--- config.mk ---
export PLATFORM = sky130hd
export DESIGN_NAME = wish_slave_bridge
export DESIGN_NICKNAME = d
export VERILOG_FILES = /design/src/rtl/wish_slave_bridge.sv
export SDC_FILE = /design/constraint.sdc
export NUM_CORES = 1
export LEC_CHECK = 0
export BUFFER_PORTS_ARGS = -buffer_cell sky130_fd_sc_hd__buf_2
export CORE_MARGIN = 8
export CORE_UTILIZATION = 44
export CTS_CLUSTER_DIAMETER = 60
export DETAILED_ROUTE_END_ITERATION = 8
export PLACE_DENSITY = 0.8
export SYNTH_ARGS = -nofsm -noshare
export SYNTH_HDL_FRONTEND = slang
export SYNTH_SLANG_ARGS = --single-unit
--- constraint.sdc ---
create_clock -name clk -period 2.2 [get_ports clk]
set_input_delay 0.33 -clock clk [delete_from_list [all_inputs] [get_ports clk]]
set_output_delay 0.33 -clock clk [all_outputs]
set_load 0.005 [all_outputs]
--- src/rtl/wish_slave_bridge.sv ---
// wish_slave_bridge: Wishbone classic slave turning each transfer into one memory strobe plus MEM_LAT wait cycles.
// Define WISH_ERR_EN to terminate out-of-range addresses with err instead of wrapping them.
module wish_slave_bridge #(
    parameter int DW      = 32,
    parameter int AW      = 32,
    parameter int DEPTH   = 256,
    parameter int MEM_LAT = 1
) (
    input  logic            clk,
    input  logic            reset,
    input  logic            cyc,
    input  logic            stb,
    input  logic            we,
    input  logic [DW/8-1:0] sel,
    input  logic [AW-1:0]   ADR_I,
    input  logic [DW-1:0]   DAT_I,
    output logic            ack,
`ifdef WISH_ERR_EN
    output logic            err,
`endif
    output logic [DW-1:0]   DAT_O,
    output logic            read_en,
    output logic            write_en,
    output logic [AW-1:0]   ADR_STR,
    output logic [DW-1:0]   DAT_STR,
    output logic [DW/8-1:0] BE_STR,
    input  logic [DW-1:0]   DAT_mem_to_reg
);
    typedef enum logic [1:0] {IDLE, ACCESS, WAIT, RESP} state_t;
    localparam logic [AW:0] BYTES = (AW+1)'(DEPTH * (DW / 8));
    localparam logic [3:0]  LAST  = 4'(MEM_LAT == 0 ? 0 : MEM_LAT - 1);
    state_t        state, state_nxt;
    logic [3:0]    cnt, cnt_nxt;
    logic          we_r, req, oob, capture;
    logic [AW-1:0] adr_l;
    assign req = cyc & stb;
`ifdef WISH_ERR_EN
    assign oob   = {1'b0, ADR_I} >= BYTES;
    assign adr_l = ADR_I;
`else
    assign oob   = 1'b0;
    assign adr_l = AW'({1'b0, ADR_I} % BYTES);
`endif
    always_comb begin
        state_nxt = state;
        cnt_nxt   = cnt;
        case (state)
            IDLE:   state_nxt = req ? (oob ? RESP : ACCESS) : IDLE;
            ACCESS: state_nxt = !cyc ? IDLE : (MEM_LAT == 0 ? RESP : WAIT);
            WAIT: begin
                state_nxt = !cyc ? IDLE : (cnt == LAST ? RESP : WAIT);
                cnt_nxt   = (!cyc || cnt == LAST) ? 4'd0 : cnt + 4'd1;
            end
            default: state_nxt = IDLE;
        endcase
    end
    // read data is taken on the edge leaving the last memory cycle, unless the master walked away
    assign capture  = !we_r && cyc && ((state == ACCESS && MEM_LAT == 0) || (state == WAIT && cnt == LAST));
    assign read_en  = state == ACCESS && !we_r;
    assign write_en = state == ACCESS && we_r;
    always_ff @(posedge clk or negedge reset) begin
        if (!reset) begin
            state   <= IDLE;
            cnt     <= '0;
            we_r    <= 1'b0;
            DAT_O   <= '0;
            ADR_STR <= '0;
            DAT_STR <= '0;
            BE_STR  <= '0;
        end else begin
            state <= state_nxt;
            cnt   <= cnt_nxt;
            if (state == IDLE && req) begin
                ADR_STR <= adr_l;
                DAT_STR <= DAT_I;
                BE_STR  <= sel;
                we_r    <= we;
            end
            if (capture) DAT_O <= DAT_mem_to_reg;
        end
    end
`ifdef WISH_ERR_EN
    logic err_r;
    always_ff @(posedge clk or negedge reset) begin
        if (!reset) err_r <= 1'b0;
        else if (state == IDLE && req) err_r <= oob;
    end
    assign ack = state == RESP && !err_r;
    assign err = state == RESP && err_r;
`else
    assign ack = state == RESP;
`endif
endmodule

### Word level (Yosys, flattened, before mapping)

Cells that the tools add are included.

* $add $sub $neg: 1
* multipliers: 0
* div/mod/pow operators: 0
* $lt $le $gt $ge: 0
* eq/ne operators: 3
* shift operators: 0
* multiplexer cells: 6
* bitwise operators: 1
* reductions and logical operators: 11

Operator list (count)
* $logic_and 1x1->1: 6
* $pmux 2 s3: 1
* $add 4x1->4 const B: 1
* $eq 2x2->1 const B: 2
* $logic_not 4->1: 1
* $mux 2: 2
* $mux 4: 1
* $eq 2x1->1 const B: 1
* $logic_not 1->1: 2
* $logic_not 2->1: 1
* $mux 1: 2
* $and 1x1->1: 1
* $logic_or 1x1->1: 1

* bits in registers: 85
* bits in latches: 0
* bits in writable memories: 0
* ROM bits: 0
* input port bits: 105
* word-level logic and storage cells: 29
* memories kept: 0

### Longest topological paths before layout

Gate-level depths: netlist of the first run.

* depth in word-level cells: 4
* mapped depth: 6
* gate-level depth less buffers: 5

### Worst setup path before layout of the first run

Ideal clock, no wire load.

* path kind: reg2reg
* from: register cnt[0]
* to: register DAT_O[0]
* library setup time: 0.125 ns
* arrival time: 1.462 ns
* path slack: 0.613 ns
* stages on the path, launching flop included: 7
* cell sequence: dfrtp_1 > inv_1 > ha_1 > nor3b_2 > nand4_4 > buf_6 > mux2_4

* longest elaborated chain between the ends: 3

RTL lines
* from (decl): line 33 `logic [3:0] cnt, cnt_nxt;`
* from (signal assigned): line 72 `cnt <= cnt_nxt;`
* $logic_not 4->1: line 58 `assign capture = !we_r && cyc && ((state == ACCESS && MEM_LAT == 0) || (state == WAIT && cnt == LAST));`
* $logic_and 1x1->1 (2 in series): line 58
* to (signal assigned): line 79 `if (capture) DAT_O <= DAT_mem_to_reg;`
* to (decl): line 21 `output logic [DW-1:0] DAT_O,`

No other way between the ends.
A chain may end at the register's enable or synchronous reset.

### Worst setup path after layout of the first run

* from: register cnt[0]
* to: register DAT_O[10]

The elaborated chain is that of the path after synthesis.

==> impl_metrics.env, run 1 <==
export IMPL_worstSetupPathType="reg -> reg"
export IMPL_clk_pin_slew_ns=0.08
export IMPL_power_mw=4.00
export IMPL_clkLatencyLatePin_ns=0.34
export IMPL_end_kind="register"
export IMPL_synthAdderAreaFrac_pct=0.694
export IMPL_drc=0
export IMPL_cts_buffers=9
export IMPL_cts_sinks=85
export IMPL_power_density_nw_per_um2=857
export IMPL_area_growth_pct=29.6
export IMPL_yosysWarnings=0
export IMPL_top_level_ports=208
export IMPL_ant_nets=0
export IMPL_die_h_um=106
export IMPL_synth_cell_types=26
export IMPL_wl_met1_um=3080
export IMPL_setup_viol=0
export IMPL_start_util_pct=44.5
export IMPL_placementRows=33
export IMPL_finalMaxSlewViolations=0
export IMPL_die_x_um=106
export IMPL_fmax_mhz=539
export IMPL_startpoint_type="register"
export IMPL_grt_remaining_overflow=0
export IMPL_synth_simple_area_share_pct=3.92
export IMPL_hold_path_class="in -> reg"
export IMPL_die_area_um2=11300
export IMPL_yosysSeqAreaShare_pct=59.0
export IMPL_num_vias=2320
export IMPL_cap_violations=0
export IMPL_antennaDiodeCount=0
export IMPL_clock_skew_ns=0.00899
export IMPL_htreeDepth=3
export IMPL_clockBufferDepth=2
export IMPL_cpPeakStageDelay_ns=0.42
export IMPL_dpl_worst_slack_ns=0.339
export IMPL_critPathBufInv=2
export IMPL_placed_cell_area_um2=4460
export IMPL_crit_chain="inv_1, ha_1, nor3b_2, nand4_4, buf_12, mux2_4"
export IMPL_status="finished, final reports clean"
export IMPL_dp_hpwl_um=6590
export IMPL_grt_max_degree=49
export IMPL_irDropWorstVdd_v=0.000400
export IMPL_synth_area_mux_share_pct=27.8
export IMPL_wl_per_cell_um=16.3
export IMPL_fin_crit_ns=1.85
export IMPL_cts_resized=0
export IMPL_cts_root_buffer="clkbuf_8"
export IMPL_avgSynthCellArea_um2=15.9
export IMPL_setup_slack_ns=0.346
export IMPL_postCtsSetupBuffers=0
export IMPL_min_period_over_period_pct=84.3
export IMPL_final_cell_area_um2=4670
export IMPL_grtUsageTotal_pct=14.1
export IMPL_critPathMaxFanout=27
export IMPL_post_drt_via_cell_ratio=4.58
export IMPL_route_met3_wl_um=826
export IMPL_postSynthCellCount=226
export IMPL_cpMaxStageDelayCell="dfrtp_1"
export IMPL_critPathArrivalTime_ns=2.07
export IMPL_synth_top_family_by_area="multiplexers"
export IMPL_core_area_um2=8090
export IMPL_rsz0062_at_grt="false"
export IMPL_final_layout_size_suffix_gt1_share_pct=64.7
export IMPL_wl_met2_um=4290
export IMPL_synth_seq_cells=85
export IMPL_gp_congestion=0.725
export IMPL_fin_nets=504
export IMPL_cts_tree="built"
export IMPL_leakagePower_nw=2.55
export IMPL_grt_pass1_wl_um=12800
export IMPL_grt_pass1_vias=2566
export IMPL_fin_setup_tns_ns=0
export IMPL_syn_cell_area_um2=3600
export IMPL_drtIter0Drc=78
export IMPL_synth_compound_area_share_pct=1.25
export IMPL_hold_viol_final=0
export IMPL_crit_family="simple AND/OR/NAND/NOR gates"
export IMPL_highest_layer="met4"
export IMPL_worstPathRequired_ns=2.42
export IMPL_antenna_found_initial=0
export IMPL_first_pass_iters=4
export IMPL_io_buffers=163
export IMPL_totalWireLength_um=8280
export IMPL_synth_xor_area_share_pct=0
## layout make-up
class | instances | area [um^2]
fillers | 697 | 3420
well taps | 105 | 131
multi-input cells | 129 | 1300
clock inverters | 6 | 62.6
repair buffers | 169 | 903
clock buffers | 10 | 138
flip-flops and latches | 85 | 2130
inverters | 3 | 11.3
## cells in the mapped netlist, drive strengths merged
cell type | instances | share of area (%)
dfrtp | 85 | 59
mux2 | 79 | 28
buf | 30 | 6.9
o21ai | 4 | 0.56
inv | 3 | 0.31
nand2 | 3 | 0.38
nand2b | 3 | 0.52
nand3 | 3 | 0.42
ha | 2 | 0.69
nand4 | 2 | 0.76
nor2 | 2 | 0.21
a21boi | 1 | 0.21
a31o | 1 | 0.24
and2 | 1 | 0.17
and2b | 1 | 0.24
conb | 1 | 0.10
nor2b | 1 | 0.17
nor3 | 1 | 0.45
nor3b | 1 | 0.35
o311ai | 1 | 0.24
or3b | 1 | 0.24
## placed cells by master, fill, tap and decap left out
cell type	instances
nand3_1	3
clkbuf_8	10
nand4_1	1
nand4_4	1
nor3_4	1
and2_1	1
buf_2	162
nor2_1	2
nor3b_2	1
ha_1	2
bufinv_16	1
and2b_2	1
or3b_2	1
clkinv_4	2
nand2_2	1
conb_1	22
mux2_2	39
o311ai_0	1
nand2b_1	3
o21ai_0	4
dlygate4sd3_1	1
buf_12	3
inv_1	3
nor2b_1	1
buf_4	3
a31o_2	1
clkinv_2	3
dfrtp_1	85
nand2_1	2
a21boi_0	1
mux2_4	30
mux2_1	10
## registers in the layout, summed over array words and instances, names as in the netlist
signal / cells
cnt: 4
state: 2
ADR_STR: 10
we_r: 1
DAT_STR: 32
BE_STR: 4
DAT_O: 32
## final timing paths
check                                   startpoint                       to  slack (ns)  depth (start not counted)
max                             cnt[0]$_DFFE_PN0N_    DAT_O[10]$_DFFE_PN0P_        0.35                          6
min                                      DAT_I[19]  DAT_STR[19]$_DFFE_PN0P_        0.21                          2
max reg2reg                     cnt[0]$_DFFE_PN0N_    DAT_O[10]$_DFFE_PN0P_        0.35                          6
min reg2reg                DAT_STR[17]$_DFFE_PN0P_  DAT_STR[17]$_DFFE_PN0P_        0.49                          1
max in group asynchronous                    reset    DAT_O[24]$_DFFE_PN0P_        1.24                          3
min in group asynchronous                    reset   ADR_STR[1]$_DFFE_PN0P_        0.35                          2
## per-layer routing
metal  track usage (%)  up-vias
met5                 0        -
met4              4.82        0
met3              5.93        7
met2              24.5      100
met1              15.0     1135
li1                  -     1078
## through the flow
stage	util, %	hold slack [ns]	cells
3_5_place_dp	55.1	0.155	490
4_1_cts	57.7	0.192	507
3_3_place_gp	55.1	0.154	490
5_1_grt	57.7	0.186	507
2_1_floorplan	-	0.0344	247
6_report	57.7	0.213	507
## what timing repair did
action	4_1_cts	5_1_grt
hold endpoints to repair	6	0
setup endpoints to repair	0	0
hold buffers	1	0
## power by group
part | switching (mW) | internal (mW) | total (mW) | leakage [nW]
sequential | 0.163 | 1.86 | 2.02 | 1.07
combinational | 0.360 | 0.531 | 0.891 | 1.38
clock | 0.532 | 0.554 | 1.09 | 0.106
total | 1.06 | 2.95 | 4.00 | 2.55
## kinds of logic (layout without fill, tap and decap cells)
family                   count (synthesis)  count (layout)
flip-flops                              85              85
multiplexers                            79              79
buffers and inverters                   33             188
AND/OR/NAND/NOR                         19              19
AO/OA/AOI/OAI                            7               7
adder cells (fa/ha/maj)                  2               2
other                                    1              22
Power figures use the tool's default switching activity.
==> run 2, diff against run 1 <==
==> constraint.sdc (replaced) <==
create_clock -name clk -period 1.8 [get_ports clk]
set_input_delay 0.27 -clock clk [delete_from_list [all_inputs] [get_ports clk]]
set_output_delay 0.27 -clock clk [all_outputs]
set_load 0.005 [all_outputs]
==> impl_metrics.env, run 2 (synthesis results as in run 1) <==
export IMPL_status="finished, final reports clean"
export IMPL_min_period_over_period_pct=98.4
export IMPL_die_x_um=106
export IMPL_fin_crit_ns=1.77
export IMPL_clk_pin_slew_ns=0.09
export IMPL_die_area_um2=11300
export IMPL_end_kind="register"
export IMPL_area_growth_pct=32.6
export IMPL_worstPathRequired_ns=2.03
export IMPL_clockBufferDepth=2
export IMPL_drc=0
export IMPL_grt_max_degree=49
export IMPL_layout_common_cells="buf_2 (162), dfrtp_1 (85), mux2_2 (39)"
export IMPL_placementRows=33
export IMPL_post_drt_via_cell_ratio=4.60
export IMPL_ant_nets=0
export IMPL_hold_viol_final=0
export IMPL_power_density_nw_per_um2=1050
export IMPL_grt_pass1_wl_um=13200
export IMPL_final_layout_size_suffix_gt1_share_pct=65.6
export IMPL_dp_hpwl_um=6480
export IMPL_placed_cell_area_um2=4450
export IMPL_hold_path_class="in -> reg"
export IMPL_setup_viol=0
export IMPL_grtUsageTotal_pct=14.5
export IMPL_leakagePower_nw=2.60
export IMPL_htreeDepth=3
export IMPL_whs_ns=0.140
export IMPL_cts_sinks=85
export IMPL_irDropWorstVdd_v=0.000572
export IMPL_io_buffers=163
export IMPL_cts_tree="built"
export IMPL_startpoint_type="register"
export IMPL_finish_utilization_pct=59.1
export IMPL_die_h_um=106
export IMPL_reg_largest_list="DAT_O: 32 flops, DAT_STR: 32 flops, ADR_STR: 10 flops"
export IMPL_worst_hold_path_num_cells=2
export IMPL_drtIter0Drc=89
export IMPL_core_area_um2=8090
export IMPL_cap_violations=0
export IMPL_num_vias=2367
export IMPL_fin_nets=512
export IMPL_crit_chain="inv_2, ha_4, nor3b_4, nand4_4, clkbuf_16, mux2_4"
export IMPL_cpMaxStageDelayCell="dfrtp_1"
export IMPL_worstMarginPinSlew_ns=0.512
export IMPL_first_pass_iters=4
export IMPL_reg2reg_depth=6
export IMPL_critPathMaxFanout=8
export IMPL_antenna_found_initial=0
export IMPL_totalWireLength_um=8720
export IMPL_worstSetupPathType="reg -> reg"
export IMPL_layout_commonest_cell="buf_2"
export IMPL_wl_per_cell_um=16.9
export IMPL_grt_pass1_vias=2534
export IMPL_slew_headroom_pct=65.9
export IMPL_top_level_ports=208
export IMPL_antennaDiodeCount=0
export IMPL_clock_skew_ns=0.00972
export IMPL_finalMaxSlewViolations=0
export IMPL_gp_congestion=0.728
export IMPL_critPathArrivalTime_ns=2.01
export IMPL_grt_remaining_overflow=0
export IMPL_fmax_mhz=564
export IMPL_cts_root_buffer="clkbuf_8"
export IMPL_clkLatencyLatePin_ns=0.34
export IMPL_final_cell_area_um2=4780
export IMPL_cts_buffers=9
export IMPL_start_util_pct=44.5
export IMPL_cpPeakStageDelay_ns=0.42
export IMPL_rsz0062_at_grt="true"
==> run 2: path summary, 6_finish.rpt <==
kind | start | to | slack [ns]
max | cnt[1]$_DFFE_PN0N_ | DAT_O[26]$_DFFE_PN0P_ | 0.03
min | DAT_I[13] | DAT_STR[13]$_DFFE_PN0P_ | 0.14
max reg2reg | cnt[1]$_DFFE_PN0N_ | DAT_O[26]$_DFFE_PN0P_ | 0.03
min reg2reg | DAT_STR[16]$_DFFE_PN0P_ | DAT_STR[16]$_DFFE_PN0P_ | 0.49
max in group asynchronous | reset | DAT_STR[17]$_DFFE_PN0P_ | 0.71
min in group asynchronous | reset | ADR_STR[1]$_DFFE_PN0P_ | 0.44
==> run 2: area by class of cell <==
class,count,area (um^2)
Clock inverter,5,61.3
Inverter,3,11.3
Sequential cell,85,2130
Tap cell,105,131
Clock buffer,11,131
Timing Repair Buffer,177,1000
Multi-Input combinational cell,129,1320
Fill cell,671,3310
==> run 2: timing repair <==
action,CTS,global route
endpoints found under the setup margin,0,32
hold endpoints to repair,37,0
resized for setup,0,5
hold buffers,1,0
setup buffers,0,6
==> run 2: power by group <==
group,switching (mW),internal [mW]
Clock,0.673,0.645
Sequential,0.203,2.27
Combinational,0.491,0.756
Total,1.37,3.67
==> run 2: worst max-delay path: cells and delay by family (launching register included) <==
kind / cells / cell delay, ns
adders and majority gates: 1 / 0.14
buffers and inverters: 2 / 0.34
DFF: 1 / 0.42
muxes: 1 / 0.30
and+or+nand+nor: 2 / 0.46
==> run 2: through the flow <==
step | TNS (ns) | cells | worst slack, ns | total power [mW]
final | 0 | 515 | 0.0284 | 5.04
after global routing | -1.28 | 515 | -0.0574 | 5.33
after CTS | 0 | 506 | 0.0182 | 4.95
after detailed placement | 0 | 489 | 0.0483 | 3.63
after global placement | 0 | 489 | 0.107 | 3.55
after floorplan | 0 | 247 | 0.213 | 3.06
==> run 2: routing by layer <==
| layer | up-vias | global-route usage [%] | share of wire, % |
|---|---|---|---|
| met5 | - | 0 | 0 |
| met4 | 0 | 4.02 | 0.68 |
| met3 | 7 | 6.53 | 9.4 |
| met2 | 101 | 24.5 | 51 |
| met1 | 1164 | 16.1 | 39 |
| li1 | 1095 | - | - |
